## src/rtl/uart_rx_os.sv

```systemverilog
// ---------------------------------------------------------------------------
// uart_rx_os -- oversampling UART receiver
//
// Recovers asynchronous serial frames from an unsynchronised, idle-high line.
// An internal divider produces one oversample tick every baud_div+1 clocks.
// Each bit spans OS_RATE ticks and is decided near its centre.
// Frame format: start, DATA_W data bits LSB first, optional parity bit,
// one or two stop bits. Parity and stop options are selectable at run time.
//
// Optional build feature (macro UART_RX_MAJORITY_EN):
//   defined   : each bit is the majority of three consecutive ticks ending
//               one tick after the nominal centre. The decision is taken at
//               os_cnt == OS_RATE/2.
//   undefined : single sample at os_cnt == OS_RATE/2-1.
//
// Parameters:
//   DATA_W  data bits per frame (5..9)
//   OS_RATE oversample ticks per bit (even, >= 4)
//   DIV_W   width of baud_div
//
// Ports:
//   clk        system clock
//   reset      synchronous, active-high reset
//   baud_div   oversample tick every baud_div+1 clocks
//   rx_in      serial line (asynchronous, idle high)
//   par_en     parity bit present after the data bits
//   par_odd    1 = odd parity, 0 = even parity
//   stop2      two stop bits expected
//   rx_data    received word
//   rx_valid   rx_data / par_err / frame_err hold a word
//   rx_ready   consumer accepts the word
//   par_err    parity mismatch for the word in rx_data
//   frame_err  a stop bit was sampled low for the word in rx_data
//   overrun    one-clock pulse: a completed frame was dropped
//   busy       receiver is inside a frame (any state except IDLE)
//
// Output handshake: a word transfers on every clock where rx_valid and
// rx_ready are both high. Once rx_valid is raised, the word and its flags
// stay stable until that transfer happens. A frame completing on the same
// clock as a transfer replaces the word, and rx_valid stays high. A frame
// completing while an untransferred word is held is discarded, and overrun
// pulses for one clock.
// ---------------------------------------------------------------------------
`timescale 1ns/1ps
module uart_rx_os #(
  parameter int DATA_W  = 8,
  parameter int OS_RATE = 16,
  parameter int DIV_W   = 16
) (
  input  logic              clk,
  input  logic              reset,
  input  logic [DIV_W-1:0]  baud_div,
  input  logic              rx_in,
  input  logic              par_en,
  input  logic              par_odd,
  input  logic              stop2,
  output logic [DATA_W-1:0] rx_data,
  output logic              rx_valid,
  input  logic              rx_ready,
  output logic              par_err,
  output logic              frame_err,
  output logic              overrun,
  output logic              busy
);

  localparam int OSW = $clog2(OS_RATE);
  localparam int BCW = $clog2(DATA_W);

`ifdef UART_RX_MAJORITY_EN
  localparam int SAMPLE_PT = OS_RATE / 2;
`else
  localparam int SAMPLE_PT = OS_RATE / 2 - 1;
`endif

  localparam logic [OSW-1:0] SP_CNT   = OSW'(SAMPLE_PT);
  localparam logic [OSW-1:0] LAST_CNT = OSW'(OS_RATE - 1);
  localparam logic [BCW-1:0] LAST_BIT = BCW'(DATA_W - 1);

  typedef enum logic [2:0] {
    S_IDLE   = 3'd0,
    S_START  = 3'd1,
    S_DATA   = 3'd2,
    S_PARITY = 3'd3,
    S_STOP   = 3'd4,
    S_STOP2  = 3'd5
  } state_t;

  state_t state;
  state_t state_next;

  // -------------------------------------------------------------------------
  // Input synchroniser. Both flops reset to the idle (high) level.
  // -------------------------------------------------------------------------
  logic sync1;
  logic rx_s;

  always_ff @(posedge clk) begin
    if (reset) begin
      sync1 <= 1'b1;
      rx_s  <= 1'b1;
    end else begin
      sync1 <= rx_in;
      rx_s  <= sync1;
    end
  end

  // -------------------------------------------------------------------------
  // Oversample tick generator. This is a down-counter that ticks at zero.
  // baud_div is only picked up on reload, so a change takes effect from the
  // next tick period onwards.
  // -------------------------------------------------------------------------
  logic [DIV_W-1:0] div_cnt;
  logic             tick;

  assign tick = (div_cnt == '0);

  always_ff @(posedge clk) begin
    if (reset) begin
      div_cnt <= '0;
    end else if (tick) begin
      div_cnt <= baud_div;
    end else begin
      div_cnt <= div_cnt - 1'b1;
    end
  end

  // -------------------------------------------------------------------------
  // Per-bit tick position and bit decision
  // -------------------------------------------------------------------------
  logic [OSW-1:0] os_cnt;
  logic           at_sp;
  logic           at_end;
  logic           bit_val;

  assign at_sp  = tick && (os_cnt == SP_CNT);
  assign at_end = tick && (os_cnt == LAST_CNT);

`ifdef UART_RX_MAJORITY_EN
  // hist[0] holds rx_s from the previous tick and hist[1] from the tick
  // before that. Together with the current rx_s they cover the three-tick
  // voting window.
  logic [1:0] hist;

  always_ff @(posedge clk) begin
    if (reset) begin
      hist <= 2'b11;
    end else if (tick) begin
      hist <= {hist[0], rx_s};
    end
  end

  assign bit_val = (hist[1] & hist[0]) | (hist[1] & rx_s) | (hist[0] & rx_s);
`else
  assign bit_val = rx_s;
`endif

  // -------------------------------------------------------------------------
  // Frame datapath registers
  // -------------------------------------------------------------------------
  logic              armed;
  logic [BCW-1:0]    bit_cnt;
  logic [DATA_W-1:0] shreg;
  logic              par_en_r;
  logic              par_odd_r;
  logic              stop2_r;
  logic              par_err_acc;
  logic              frame_err_acc;
  logic              frame_done;
  logic              accept;

  // The output register can take a new word when it is empty, or when the
  // word it holds transfers on this same clock.
  assign accept = !rx_valid || rx_ready;

  assign busy = (state != S_IDLE);

  // -------------------------------------------------------------------------
  // Next-state logic
  // -------------------------------------------------------------------------
  always_comb begin
    state_next = state;
    frame_done = 1'b0;
    case (state)
      S_IDLE: begin
        // A falling edge only counts after the line has been seen high.
        // This keeps a held-low (break) line from re-triggering the receiver.
        if (tick && armed && !rx_s) begin
          state_next = S_START;
        end
      end
      S_START: begin
        if (at_sp && bit_val) begin
          // The start bit was not low at its centre, so treat it as a glitch.
          state_next = S_IDLE;
        end else if (at_end) begin
          state_next = S_DATA;
        end
      end
      S_DATA: begin
        if (at_end && (bit_cnt == LAST_BIT)) begin
          state_next = par_en_r ? S_PARITY : S_STOP;
        end
      end
      S_PARITY: begin
        if (at_end) begin
          state_next = S_STOP;
        end
      end
      S_STOP: begin
        // Leave at the sample point instead of the end of the bit. The
        // remaining half bit of idle level then re-arms the edge detector,
        // so back-to-back frames are accepted. os_cnt keeps running, so
        // STOP2 reaches its own sample point one full bit later.
        if (at_sp) begin
          if (stop2_r) begin
            state_next = S_STOP2;
          end else begin
            state_next = S_IDLE;
            frame_done = 1'b1;
          end
        end
      end
      S_STOP2: begin
        if (at_sp) begin
          state_next = S_IDLE;
          frame_done = 1'b1;
        end
      end
      default: begin
        state_next = S_IDLE;
      end
    endcase
  end

  // -------------------------------------------------------------------------
  // State register and datapath
  // -------------------------------------------------------------------------
  always_ff @(posedge clk) begin
    if (reset) begin
      state         <= S_IDLE;
      armed         <= 1'b0;
      os_cnt        <= '0;
      bit_cnt       <= '0;
      shreg         <= '0;
      par_en_r      <= 1'b0;
      par_odd_r     <= 1'b0;
      stop2_r       <= 1'b0;
      par_err_acc   <= 1'b0;
      frame_err_acc <= 1'b0;
      rx_data       <= '0;
      rx_valid      <= 1'b0;
      par_err       <= 1'b0;
      frame_err     <= 1'b0;
      overrun       <= 1'b0;
    end else begin
      state   <= state_next;
      overrun <= 1'b0;

      // Edge-detector arming: set by any high tick while idle, and cleared
      // when the start edge is taken.
      if ((state == S_IDLE) && tick) begin
        if (rx_s) begin
          armed <= 1'b1;
        end else if (armed) begin
          armed <= 1'b0;
        end
      end

      // os_cnt is held at zero while idle, so a frame always begins at zero.
      if (state == S_IDLE) begin
        os_cnt <= '0;
      end else if (tick) begin
        os_cnt <= (os_cnt == LAST_CNT) ? '0 : os_cnt + 1'b1;
      end

      // Frame options are captured once per frame. Changes to them
      // mid-frame have no effect.
      if ((state == S_START) && at_end) begin
        bit_cnt       <= '0;
        par_en_r      <= par_en;
        par_odd_r     <= par_odd;
        stop2_r       <= stop2;
        par_err_acc   <= 1'b0;
        frame_err_acc <= 1'b0;
      end

      if (state == S_DATA) begin
        if (at_sp) begin
          shreg <= {bit_val, shreg[DATA_W-1:1]};
        end
        if (at_end) begin
          bit_cnt <= bit_cnt + 1'b1;
        end
      end

      // Error when the XOR of the data and parity bits differs from par_odd.
      if ((state == S_PARITY) && at_sp) begin
        par_err_acc <= (^shreg) ^ bit_val ^ par_odd_r;
      end

      if (((state == S_STOP) || (state == S_STOP2)) && at_sp && !bit_val) begin
        frame_err_acc <= 1'b1;
      end

      if (rx_valid && rx_ready) begin
        rx_valid <= 1'b0;
      end

      // The final stop bit decision is folded in directly, because the
      // accumulator only updates on this same clock.
      if (frame_done) begin
        if (accept) begin
          rx_data   <= shreg;
          par_err   <= par_err_acc;
          frame_err <= frame_err_acc | !bit_val;
          rx_valid  <= 1'b1;
        end else begin
          overrun <= 1'b1;
        end
      end
    end
  end

endmodule

```

## config.mk

```make
export PLATFORM = sky130hd
export DESIGN_NAME = uart_rx_os
export DESIGN_NICKNAME = d
export VERILOG_FILES = /design/src/rtl/uart_rx_os.sv
export SDC_FILE = /design/constraint.sdc
export NUM_CORES = 1
export LEC_CHECK = 0
export CORE_AREA = 2 2 106 108
export DETAILED_ROUTE_END_ITERATION = 10
export DIE_AREA = 0 0 108 110
export HOLD_SLACK_MARGIN = 0.08
export SLEW_MARGIN = 20
export SYNTH_ARGS = -nofsm -noshare
export SYNTH_HDL_FRONTEND = slang
export SYNTH_SLANG_ARGS = --single-unit
```

## constraint.sdc

```tcl
create_clock -name clk -period 2.9 [get_ports clk]
set_input_delay 0.435 -clock clk [delete_from_list [all_inputs] [get_ports clk]]
set_output_delay 0.435 -clock clk [all_outputs]
set_load 0.02 [all_outputs]
```

# --- Word-level counts from Yosys, hierarchy flattened ---
# Cells that the tools add are included.
word_totals:
  output_inout_bits: 13
  register_bits: 54
  in_bits: 23
op_classes:
  reduce_logical: 27
  n_bitwise: 4
  mux: 27
  addsub: 3
  eq_ne: 14
ops:
  columns: ["op", "count"]
  rows:
  - ["2-to-1 mux 3 bit", 12]
  - ["one-hot mux 3 bit (6 select lines)", 1]
  - ["logical NOT 16 bit", 1]
  - ["2-to-1 mux 16 bit", 1]
  - ["subtractor 16 x 1 -> 16 bit (second input constant)", 1]
  - ["logical AND 1 bit", 12]
  - ["2-to-1 mux 1 bit", 11]
  - ["inequality test 2 bit (second input constant)", 5]
  - ["equality test 3 bit (second input constant)", 3]
  - ["parity 8 bit", 1]
  - ["equality test 3 x 2 -> 1 bit (second input constant)", 2]
  - ["AND reduction 6 bit", 1]
  - ["adder 4 x 1 -> 4 bit (second input constant)", 1]
  - ["equality test 4 x 3 -> 1 bit (second input constant)", 1]
  - ["equality test 4 bit (second input constant)", 1]
  - ["2-to-1 mux 4 bit", 1]
  - ["AND reduction 2 bit", 2]
  - ["nonzero test 2 bit", 2]
  - ["OR reduction 2 bit", 2]
  - ["adder 3 x 1 -> 3 bit (second input constant)", 1]
  - ["equality test 3 x 1 -> 1 bit (second input constant)", 1]
  - ["logical NOT 3 bit", 1]
  - ["inequality test 3 bit (second input constant)", 1]
  - ["nonzero test 3 bit", 1]
  - ["other kinds (6)", 9]

# --- Depth between registers and ports, before layout ---
# Gate-level depths: netlist (run 1).
depth:
  depth_word: 6
  depth_mapped: 9

# --- Worst setup path before layout (run 1) ---
# No wires, ideal clock.
synth_timing:
  kind: "flip-flop to flip-flop"
  from: "register div_cnt[0]"
  to: "register shreg[0]"
  setup_time_ps: 128
  required_ps: 2772
  period_less_slack_ps: 2336
  slack_ps: 564
  stages_incl_launch_ff: 9
  n_path_buf: 1
  t_arrival_ps: 2208
  cell_sequence: "dfxtp_1 > inv_1 > ha_1 > or4b_1 > or4_4 > nor4b_2 > buf_4 > mux2i_1 > nor2_1"
synth_via:
  elab_chain_cells: 3
synth_lines:
  columns: ["element", "line_no", "source"]
  rows:
  - ["start, declared", "112", "logic [DIV_W-1:0] div_cnt;"]
  - ["start signal, assigned", "121", "div_cnt <= baud_div;"]
  - ["start signal, assigned", "123", "div_cnt <= div_cnt - 1'b1;"]
  - ["logical NOT 16 bit", "115", "assign tick = (div_cnt == '0);"]
  - ["logical AND 1 bit", "135", "assign at_sp = tick && (os_cnt == SP_CNT);"]
  - ["AND reduction 2 bit (no line)", null, null]
  - ["end signal, assigned", "289", "shreg <= {bit_val, shreg[DATA_W-1:1]};"]
  - ["end, declared", "162", "logic [DATA_W-1:0] shreg;"]
# No other way between the ends.
# A chain may end at the register's enable or synchronous reset.

# --- Worst setup path in the final report (run 1) ---
layout_timing:
  from: "register div_cnt[0]"
  to: "register shreg[3]"
# The elaborated chain is that of the path after synthesis.

==> results.sh, run 1 <==
export IMPL_required_ps=3100
export IMPL_synth_seq_cells=54
export IMPL_worstReg2RegStart="div_cnt[0]"
export IMPL_cts_resized=0
export IMPL_synth_edf_count=0
export IMPL_crit_type="reg -> reg"
export IMPL_syn2layout_area_growth_pct=24.7
export IMPL_min_path_cells=1
export IMPL_intPower_uw=1520
export IMPL_n_fill_cell=1154
export IMPL_tritoncts="yes"
export IMPL_ant_nets=0
export IMPL_cts_setup_buffers=0
export IMPL_pwr_density_cell_nw_per_um2=728
export IMPL_grt_start_max_net_pins=39
export IMPL_wl_um=5950
export IMPL_finalWorstSetupSlack_ps=401
export IMPL_wl_per_cell_um=12.5
export IMPL_worst_setup_path_end_kind="register"
export IMPL_hold_viol=0
export IMPL_worstSkewPairLatency_ps=320
export IMPL_slew_violations=0
export IMPL_critPathArrivalTime_ps=2700
export IMPL_whs_endpoint="bit_val"
export IMPL_ys_flop_type="dfxtp_1"
export IMPL_portBuffers=35
export IMPL_die_area_um2=11900
export IMPL_leakage_uw=0.00113
export IMPL_h_tree_depth=2
export IMPL_drcViolationCount=0
export IMPL_dpl_hpwl_um=4290
export IMPL_core_area_um2=10700
export IMPL_period_share=0.862
export IMPL_cts_sink_count=54
export IMPL_synth_cell_types=41
export IMPL_min_period_ps=2500
export IMPL_gp_congestion=0.812
export IMPL_startpoint_type="register"
export IMPL_ir_worst_vdd_mv=0.298
export IMPL_synth_seq_area_share=0.412
export IMPL_fin_skew_ps=15.4
export IMPL_mostFrequentLayoutCells="54 x dfxtp_1, 50 x nor2_1, 34 x clkdlybuf4s50_1"
export IMPL_path_max_fanout=8
export IMPL_max_freq_ghz=0.400
export IMPL_floorplan_initialDensity=0.245
export IMPL_grt_pass1_wl_um=9970
export IMPL_relSlewSlack=0.527
export IMPL_cts_root_buf="clkbuf_8"
export IMPL_mostFrequentLayoutCell="dfxtp_1"
export IMPL_slowest_stage="or4_4"
export IMPL_io_pins=36
export IMPL_hold_buffers=0
export IMPL_clkPwrFrac=0.220
export IMPL_dp_worst_setup_slack_ps=417
export IMPL_die_x_um=108
export IMPL_row_count=38
export IMPL_p_sw_uw=859
export IMPL_syn_avg_cell_area_um2=8.75
export IMPL_antenna_cells=0
export IMPL_track_usage=0.104
export IMPL_hold_class="reg -> reg"
export IMPL_grt_pass1_vias=2110
export IMPL_yosysWarningCount=0
export IMPL_synthCells=300
export IMPL_rsz0062_at_grt="no"
export IMPL_clk_pin_slew_ps=100
export IMPL_drt_iter0_drc=105
export IMPL_syn_area_um2=2630
export IMPL_synth_nets=328
export IMPL_grt_overflow_total=0
export IMPL_max_cap_violations=0
export IMPL_antenna_found_initial=0
export IMPL_die_h_um=110
export IMPL_drtPass1Iterations=6
export IMPL_seqPwrFrac=0.406
export IMPL_timing_rr_end="shreg[3]"
export IMPL_worstRegToRegCells=8
export IMPL_worst_slew_pin_slew_ps=709
export IMPL_pwr_share_comb=0.374
export IMPL_hold_start="sync1"
export IMPL_final_nets=363
export IMPL_setup_viol=0
export IMPL_fin_setup_tns_ps=0
export IMPL_fin_util=0.306
export IMPL_p_sw_frac=0.360
export IMPL_cts_buffer_depth=2
export IMPL_status="finished clean"
export IMPL_viasPerCell=4.59
export IMPL_max_stage_delay_ps=550
export IMPL_cp_cell_sequence="inv_1, ha_1, or4b_1, or4_4, nor4b_2, buf_4, mux2i_1, nor2_1"
export IMPL_drive_gt1_frac=0.0923
export IMPL_async_reset_ff_frac=0
export IMPL_cts_buffers=5
export IMPL_r2r_setup_slack_ps=400
export IMPL_vias=2184
## per-layer routing
layer | vias to the layer above | wire length (um) | GRT usage | share of wire
met4 | 0 | 57 | 0.0302 | 0.0096
met5 | - | 0 | 0 | 0
met2 | 31 | 2770 | 0.166 | 0.47
met1 | 1016 | 2910 | 0.141 | 0.49
met3 | 5 | 218 | 0.0247 | 0.037
li1 | 1132 | - | - | -
## layout make-up
| class | count | area (um2) | share of cell area |
|---|---|---|---|
| Clock inverter | 3 | 47.5 | 0.0145 |
| Inverter | 5 | 18.8 | 0.00573 |
| Multi-Input combinational cell | 224 | 1460 | 0.447 |
| Timing Repair Buffer | 45 | 420 | 0.128 |
| Clock buffer | 5 | 68.8 | 0.0210 |
| Tap cell | 140 | 175 | 0.0535 |
| Sequential cell | 54 | 1080 | 0.330 |
## Yosys cell counts, types with 2 or more instances
cell,number,share of area
dfxtp_1,54,0.41
nor2_1,50,0.071
mux2i_1,23,0.088
nand2_1,19,0.027
a21oi_1,16,0.031
a211oi_1,15,0.043
clkbuf_1,15,0.021
nor3_1,12,0.023
xnor2_1,11,0.037
xor2_1,9,0.030
nand2b_1,8,0.019
nand3_1,6,0.011
nor4_1,6,0.014
ha_1,5,0.024
inv_1,5,0.0072
nand4_1,5,0.012
o21ai_0,4,0.0076
or3_1,4,0.0095
or4_1,4,0.011
nor4_2,3,0.014
or2_2,3,0.0072
and4_1,2,0.0067
nor2b_1,2,0.0048
or4_4,2,0.0086
## flip-flops by register name, indices dropped and copies added (netlist names), 3 cells and up
register	count
state	3
div_cnt	16
os_cnt	4
rx_data	8
shreg	8
bit_cnt	3
## worst max-delay path by stage
| stage | slack (ps) | cells after the start | from | to |
|---|---|---|---|---|
| floorplan | 560 | 8 | div_cnt[0] | shreg[0] |
| finish | 400 | 8 | div_cnt[0] | shreg[3] |
| detailed placement | 420 | 8 | div_cnt[0] | shreg[2] |
| global route | 260 | 8 | div_cnt[0] | shreg[3] |
| global placement | 470 | 8 | div_cnt[0] | shreg[7] |
| CTS | 380 | 8 | div_cnt[0] | shreg[3] |
## per-stage QoR
step | area [um2] | total power [uW] | instances | hold slack (ps)
finish | 3270 | 2380 | 476 | 419
global route | 3270 | 2560 | 476 | 450
CTS | 3270 | 2420 | 476 | 422
detailed placement | 3160 | 1880 | 468 | 398
global placement | 3160 | 1870 | 468 | 394
floorplan | 2630 | 1610 | 300 | 389
## critical path, delay by kind of cell, from the launching register on
family        cells  cell delay, ps
simple gates      4            1370
buf+inv           2             310
flops             1             350
mux               1             200
fa+ha+maj         1             160
## cells by family after synthesis
logic type | Yosys count | share of synthesized area
muxes | 24 | 0.0920
buffers and inverters | 22 | 0.0334
AOI/OAI and AO/OA | 43 | 0.105
xor gates and xnor gates | 21 | 0.0753
and+or+nand+nor | 131 | 0.259
adders and majority gates | 5 | 0.0238
DFF | 54 | 0.412
## power groups by stage
stage	clock (uW)	sequential, uW	combinational [uW]
after global placement	0	981	888
after global routing	572	990	996
after floorplan	0	956	658
final	525	967	891
after detailed placement	0	982	893
after CTS	547	967	901
(Power assumes the default switching activity.)
==> run 2, diff against run 1 <==
Settings changed: PLACE_DENSITY set to 0.43.
==> results.sh, run 2 (same netlist as run 1, synthesis figures left out) <==
export IMPL_regMostFlops="div_cnt"
export IMPL_h_tree_depth=2
export IMPL_critPathArrivalTime_ps=2680
export IMPL_dpl_hpwl_um=4520
export IMPL_clk_pin_slew_ps=100
export IMPL_mostFrequentLayoutCell="dfxtp_1"
export IMPL_cts_sink_count=54
export IMPL_cts_buffers=5
export IMPL_grt_overflow_total=0
export IMPL_hold_class="reg -> reg"
export IMPL_dpl_instance_area_um2=3160
export IMPL_mostFrequentLayoutCells="54 x dfxtp_1, 50 x nor2_1, 34 x clkdlybuf4s50_1"
export IMPL_ant_nets=0
export IMPL_relSlewSlack=0.492
export IMPL_drive_gt1_frac=0.0896
export IMPL_max_freq_ghz=0.400
export IMPL_die_x_um=108
export IMPL_n_fill_cell=1154
export IMPL_io_pins=36
export IMPL_final_area_um2=3240
export IMPL_drtPass1Iterations=4
export IMPL_required_ps=3080
export IMPL_r2r_setup_slack_ps=400
export IMPL_portBuffers=35
export IMPL_die_h_um=110
export IMPL_period_share=0.862
export IMPL_drt_iter0_drc=77
export IMPL_top_regs="div_cnt (16), rx_data (8), shreg (8)"
export IMPL_leakage_uw=0.00112
export IMPL_min_period_ps=2500
export IMPL_hold_viol=0
export IMPL_grt_pass1_wl_um=10400
export IMPL_setup_viol=0
export IMPL_drcViolationCount=0
export IMPL_track_usage=0.110
export IMPL_tritoncts="yes"
export IMPL_viasPerCell=4.62
export IMPL_rsz0062_at_grt="no"
export IMPL_status="finished clean"
export IMPL_fin_setup_tns_ps=0
export IMPL_row_count=38
export IMPL_worst_setup_path_end_kind="register"
export IMPL_grt_pass1_vias=2124
export IMPL_floorplan_initialDensity=0.245
export IMPL_wl_um=6290
export IMPL_cts_buffer_depth=2
export IMPL_antenna_cells=0
export IMPL_gp_congestion=0.748
export IMPL_dp_worst_setup_slack_ps=405
export IMPL_cts_setup_buffers=0
export IMPL_path_max_fanout=8
export IMPL_startpoint_type="register"
export IMPL_hold_buffers=0
export IMPL_fin_skew_ps=5.25
export IMPL_die_area_um2=11900
export IMPL_slew_violations=0
export IMPL_final_nets=363
export IMPL_worst_slew_pin_slew_ps=763
export IMPL_crit_type="reg -> reg"
export IMPL_worstSkewPairLatency_ps=300
export IMPL_vias=2194
export IMPL_cts_root_buf="clkbuf_8"
export IMPL_grt_start_max_net_pins=41
export IMPL_antenna_found_initial=0
export IMPL_largest_reg_flops=16
export IMPL_max_cap_violations=0
export IMPL_pwr_density_cell_nw_per_um2=710
export IMPL_wl_per_cell_um=13.3
export IMPL_syn2layout_area_growth_pct=23.5
export IMPL_cts_resized=0
export IMPL_core_area_um2=10700
export IMPL_finalWorstSetupSlack_ps=401
export IMPL_ir_worst_vdd_mv=0.232
run 2: cell count changes in the layout (fill, tap and decap cells not counted), sizes merged:
cell / before / now
bufinv: 1 / 0
run 2: critical path: stages, from the launching register on:
cell and delay [ps]:
dfxtp_1 350, inv_1 80, ha_1 150, or4b_1 500, or4_4 550, nor4b_2 260, buf_4 230, mux2i_1 200
nor2_1 50
run 2: power breakdown:
| group | switching, uW | leakage [uW] | internal (uW) |
|---|---|---|---|
| clock network | 262 | 0.0000444 | 168 |
| logic | 488 | 0.000635 | 407 |
| registers | 128 | 0.000438 | 848 |
| total | 878 | 0.00112 | 1420 |
run 2: cell type report:
class | instances | area [um2] | share of cell area
clock buffer | 5 | 68.8 | 0.0212
clock inverter | 2 | 13.8 | 0.00425
inverter | 5 | 18.8 | 0.00579
multi-input combinational | 224 | 1460 | 0.451
sequential | 54 | 1080 | 0.334
tap | 140 | 175 | 0.0541
timing repair buffer | 45 | 420 | 0.130
run 2: through the flow:
stage | cells | utilization | power [uW] | hold slack, ps
finish | 475 | 0.303 | 2300 | 421
global route | 475 | 0.303 | 2480 | 434
CTS | 475 | 0.303 | 2340 | 427
detailed placement | 468 | 0.295 | 1890 | 400
global placement | 468 | 0.295 | 1890 | 392
floorplan | 300 | - | 1610 | 389
run 2: layer usage:
layer / up-vias / global-route usage / wire length, um
met5: - / 0 / 0
met4: 0 / 0.0330 / 55
met3: 4 / 0.0218 / 219
met2: 31 / 0.176 / 2780
met1: 1031 / 0.150 / 3240
li1: 1128 / - / -
run 2: worst paths after layout:
path | start | endpoint | cells past startpoint
hold reg to reg | sync1 | bit_val | 1
setup / recovery | div_cnt[0] | shreg[0] | 8
setup reg to reg | div_cnt[0] | shreg[0] | 8
hold / removal | sync1 | bit_val | 1
